==> src/rtl/sub_share_ctrl.sv <==
// Shares one 32-bit subtractor between the ALU SUB/CMP path (id 0) and the
// branch-compare path (id 1), and holds each {N,Z,C,V,diff} result until it is consumed.
module sub_share_ctrl #(
    parameter bit PRIO_INIT = 1'b0
) (
    input  logic        clock,
    input  logic        clear,
    input  logic        req0_valid,
    input  logic [31:0] req0_a,
    input  logic [31:0] req0_b,
    output logic        req0_ready,
    input  logic        req1_valid,
    input  logic [31:0] req1_a,
    input  logic [31:0] req1_b,
    output logic        req1_ready,
    output logic [31:0] sub_in1,
    output logic [31:0] sub_in2,
    output logic        sub_en,
    input  logic [35:0] sub_out,
    output logic        rsp_valid,
    output logic        rsp_id,
    output logic [35:0] rsp_data,
    input  logic        rsp_ready
);

    typedef enum logic [1:0] {
        IDLE,
        EXEC,
        RESP
    } state_t;

    state_t      state_q, state_d;
    logic [31:0] op_a_q, op_a_d;
    logic [31:0] op_b_q, op_b_d;
    logic        cur_id_q, cur_id_d;
    logic        last_grant_q, last_grant_d;
    logic        rsp_valid_q, rsp_valid_d;
    logic        rsp_id_q, rsp_id_d;
    logic [35:0] rsp_data_q, rsp_data_d;
    logic        grant_id;
    logic        accept;

    // Round-robin only matters when both requesters are pending at once.
    always_comb begin
        grant_id = 1'b0;
        if (req0_valid && req1_valid) begin
            grant_id = ~last_grant_q;
        end else if (req1_valid) begin
            grant_id = 1'b1;
        end
    end

    assign accept     = (state_q == IDLE) && (req0_valid || req1_valid);
    assign req0_ready = accept && !grant_id;
    assign req1_ready = accept && grant_id;

    assign sub_in1   = op_a_q;
    assign sub_in2   = op_b_q;
    assign sub_en    = (state_q == EXEC);
    assign rsp_valid = rsp_valid_q;
    assign rsp_id    = rsp_id_q;
    assign rsp_data  = rsp_data_q;

    always_comb begin
        state_d      = state_q;
        op_a_d       = op_a_q;
        op_b_d       = op_b_q;
        cur_id_d     = cur_id_q;
        last_grant_d = last_grant_q;
        rsp_valid_d  = rsp_valid_q;
        rsp_id_d     = rsp_id_q;
        rsp_data_d   = rsp_data_q;
        unique case (state_q)
            IDLE: begin
                if (accept) begin
                    op_a_d   = grant_id ? req1_a : req0_a;
                    op_b_d   = grant_id ? req1_b : req0_b;
                    cur_id_d = grant_id;
                    state_d  = EXEC;
                end
            end
            EXEC: begin
                // sub_out is only trusted here; it floats in every other state.
                rsp_data_d   = sub_out;
                rsp_id_d     = cur_id_q;
                rsp_valid_d  = 1'b1;
                last_grant_d = cur_id_q;
                state_d      = RESP;
            end
            RESP: begin
                if (rsp_ready) begin
                    rsp_valid_d = 1'b0;
                    state_d     = IDLE;
                end
            end
            default: begin
                state_d = IDLE;
            end
        endcase
    end

    always_ff @(posedge clock or negedge clear) begin
        if (!clear) begin
            state_q      <= IDLE;
            op_a_q       <= 32'h0;
            op_b_q       <= 32'h0;
            cur_id_q     <= 1'b0;
            last_grant_q <= ~PRIO_INIT;
            rsp_valid_q  <= 1'b0;
            rsp_id_q     <= 1'b0;
            rsp_data_q   <= 36'h0;
        end else begin
            state_q      <= state_d;
            op_a_q       <= op_a_d;
            op_b_q       <= op_b_d;
            cur_id_q     <= cur_id_d;
            last_grant_q <= last_grant_d;
            rsp_valid_q  <= rsp_valid_d;
            rsp_id_q     <= rsp_id_d;
            rsp_data_q   <= rsp_data_d;
        end
    end

endmodule

==> config.mk <==
export PLATFORM = sky130hd
export DESIGN_NAME = sub_share_ctrl
export DESIGN_NICKNAME = d
export VERILOG_FILES = /design/src/rtl/sub_share_ctrl.sv
export SDC_FILE = /design/constraint.sdc
export NUM_CORES = 1
export LEC_CHECK = 0
export BUFFER_PORTS_ARGS = -buffer_cell sky130_fd_sc_hd__buf_4
export CORE_AREA = 2 2 106 108
export CTS_BUF_LIST = sky130_fd_sc_hd__clkbuf_4 sky130_fd_sc_hd__clkbuf_8
export CTS_CLUSTER_DIAMETER = 60
export CTS_CLUSTER_SIZE = 28
export DETAILED_ROUTE_END_ITERATION = 8
export DIE_AREA = 0 0 108 110
export PLACE_DENSITY = 0.87
export SYNTH_ARGS = -nofsm -noshare
export SYNTH_HDL_FRONTEND = slang
export SYNTH_SLANG_ARGS = --single-unit
export TNS_END_PERCENT = 1
==> constraint.sdc <==
create_clock -name clock -period 3.8 [get_ports clock]
set_clock_uncertainty 0.1 [all_clocks]
set_input_delay 0.76 -clock clock [delete_from_list [all_inputs] [get_ports clock]]
set_output_delay 0.76 -clock clock [all_outputs]
set_load 0.005 [all_outputs]
==> results by group <==
Run status
  – Status: complete, no violations

Yosys
  – Post-synthesis compound-gate area fraction: 25.4%
  – Count leader, synth: nand2_1
  – Top post-synthesis cells by count: nand2_1 (115), dfrtp_1 (105), a221o_1 (64), o21a_1 (64), buf_2 (14)
  – Post-synthesis sequential area ratio: 58.9%
  – Ys Warns: 0
  – Syn Nets: 569
  – Largest cells by area after synthesis: dfrtp_1 (58%), a221o_1 (14%), o21a_1 (11%), nand2_1 (9.6%), buf_6 (1.7%)
  – Ys flop type: dfrtp_1
  – Simple logic cell fraction of the synthesized area: 10.8%
  – Synthesis-stage register bit count: 106
  – Post-synthesis xor/xnor area fraction: 0%
  – Post-Syn Area per Cell: 11.3 sq um
  – Mux cell area share after synthesis: 0%
  – Count of cell types in the netlist: 19
  – Yosys top cell area share: 58.3%
  – Largest family of logic cells by synthesized area: compound AO/OA/AOI/OAI gates
  – Cell taking the most area after synthesis: dfrtp_1
  – Async SR Flop Fraction: 100%
  – Mapped Cells: 400
  – Post-Synth Adder-Cell Area: 0%
  – Post-synth EDFFs: 0
  – Mapped cell area: 0.00451 sq mm

Drt
  – DRT Pass-1 Iters: 5
  – DR top layer: met4
  – 1st-iter DRT viols: 403
  – WL met3: 1.29 mm
  – Wl on met1: 5.15 mm
  – Avg Vias per Cell: 5.28
  – WL per Instance: 17.0 microns
  – Final WL: 13.6 mm
  – DR vias: 4226
  – DRC Markers: 0
  – Routed length on met2: 6.88 mm
  – Post-route ant nets: 0

Placed design
  – Dpl hpwl: 9.74 mm
  – Routability-driven placement congestion ratio: 0.777
  – Setup WS pre-CTS: 1440 ps
  – Port Buf Inserts: 273

Floorplan
  – Floorplan row count: 38
  – Core box area: 0.0107 sq mm
  – Die H: 110 microns
  – # IOs: 274
  – Initial Util: 42.2%
  – Total die area: 0.0119 sq mm
  – Die X-Extent: 108 microns

Global routing
  – Remaining Overflow, GRT: 0
  – Vias in the first global route: 4159
  – Largest net degree at the start of global routing: 75
  – First-pass GRT wire length: 20.6 mm
  – Initial antenna violation count: 0
  – Total GRT Usage: 22.2%

Power and ir drop
  – P_leak: 3.53 nW
  – Max VDD drop: 0.000672 V
  – Pwr Density: 782 mW/mm^2
  – Pwr Total: 0.00534 W

Setup path
  – End point of the critical path: req0_ready
  – Critical Path Fanout Max: 3
  – FF-to-FF Start: state_q[0]
  – R2r endpoint: sub_in1[21]
  – Kind of critical path: flop to output pin
  – CP Launch Type: flop
  – CP required: 2940 ps
  – Beginning of the critical path: last_grant_q
  – WP data arrival: 1340 ps
  – Crit end category: output pin
  – Worst R2R Setup Slack: 1730 ps
  – Cells on worst reg2reg path: 3

Timing
  – Final worst setup slack: 1600 ps
  – Setup TNS: 0 ps
  – Ratio of final minimum period to clock period: 57.8%
  – Final Setup Violations: 0
  – Max-slew violations: 0
  – Final Hold Fails: 0
  – Final Critical Period: 2200 ps
  – Slew @ Worst Pin: 1250 ps
  – F_max: 455 MHz
  – RSZ-0062 raised after global routing: false
  – Relative slew slack: 16.7%

Clock tree
  – Clock slew at reported path FFs: 90 ps
  – CTS tree: done
  – CTS sink cnt: 106
  – Skew-Pair Late Insertion Delay: 350 ps
  – H-tree levels: 3
  – CTS max path bufs: 2
  – Total setup buffers inserted after CTS: 0
  – Root cell of the clock tree: clkbuf_8
  – Cts hold-fix bufs: 0
  – Post-cts resize count: 0
  – Clock buffer count from CTS: 9

Finish
  – Proportion of layout cells with a drive suffix above 1: 45.8%
  – Diodes inserted: 0
  – # fillers: 819
  – Layout area overhead: 51.3%
  – Nets@finish: 824

Flow run
  – Max_cap viols: 0

Min path
  – Hold Crit Class: flop to flop
==> how the worst min path moves through the flow <==
| stage | from | cells after the start | slack (ps) | to |
|---|---|---|---|---|
| 6_report | rsp_data[20] | 2 | 380 | rsp_data[20] |
| 5_1_grt | rsp_data[29] | 2 | 410 | rsp_data[29] |
| 4_1_cts | rsp_data[19] | 2 | 390 | rsp_data[19] |
| 3_5_place_dp | rsp_data[19] | 2 | 360 | rsp_data[19] |
| 3_3_place_gp | rsp_data[13] | 2 | 360 | rsp_data[13] |
| 2_1_floorplan | last_grant_q | 2 | 340 | last_grant_q |
==> flip-flops by register name (all words and copies together) (netlist names) <==
register,flops
rsp_data,36
sub_in1,32
sub_in2,32
state_q,2
cur_id_q,1
last_grant_q,1
rsp_id,1
rsp_valid,1
==> placed cells by master, fill, tap and decap left out, types with 2 or more instances in the layout <==
master / instances
nand2b_1: 3
nand2_1: 115
inv_1: 2
clkbuf_8: 11
nor2_1: 2
bufinv_16: 2
dfrtp_1: 105
a221o_1: 64
o21a_1: 64
a21oi_1: 2
buf_4: 279
==> worst max-delay path, stage by stage (launching register included) <==
cell and delay, ps:
dfstp_2 570, nand2b_1 120, and3_4 190, buf_4 110
==> stage by stage <==
step | instances | hold slack, ps | util (%) | cell area (sq um)
2_1_floorplan | 400 | 344 | - | 4510
3_3_place_gp | 784 | 361 | 61.6 | 6590
3_5_place_dp | 784 | 364 | 61.6 | 6590
4_1_cts | 800 | 388 | 63.8 | 6820
5_1_grt | 800 | 410 | 63.8 | 6820
6_report | 800 | 383 | 63.8 | 6820
==> kinds of logic (layout without fill, tap and decap cells) <==
logic type	count (synthesis)	count (layout)
flops	106	106
buf+inv	38	298
compound gates	132	132
simple gates	124	124
==> cell type report <==
cell class / instances / area [sq um] / area share, %
Clock buffer: 12 / 159 / 2.33
Clock inverter: 4 / 73.8 / 1.08
Inverter: 2 / 7.51 / 0.110
Tap cell: 140 / 175 / 2.57
Sequential cell: 106 / 2650 / 38.9
Multi-Input combinational cell: 256 / 1640 / 24.0
Timing Repair Buffer: 280 / 2110 / 31.0
==> power breakdown <==
group	internal [W]	switching [W]
sequential	0.00169	0.000333
clock	0.000415	0.000362
combinational	0.00141	0.00113
total	0.00351	0.00182
==> layer usage <==
| layer | up-vias | global-route usage (%) |
|---|---|---|
| met3 | 26 | 7.35 |
| met1 | 2038 | 26.5 |
| li1 | 1952 | - |
| met4 | 0 | 7.33 |
| met5 | - | 0 |
| met2 | 210 | 38.1 |
Note: power is estimated with default switching activity, not from simulation.
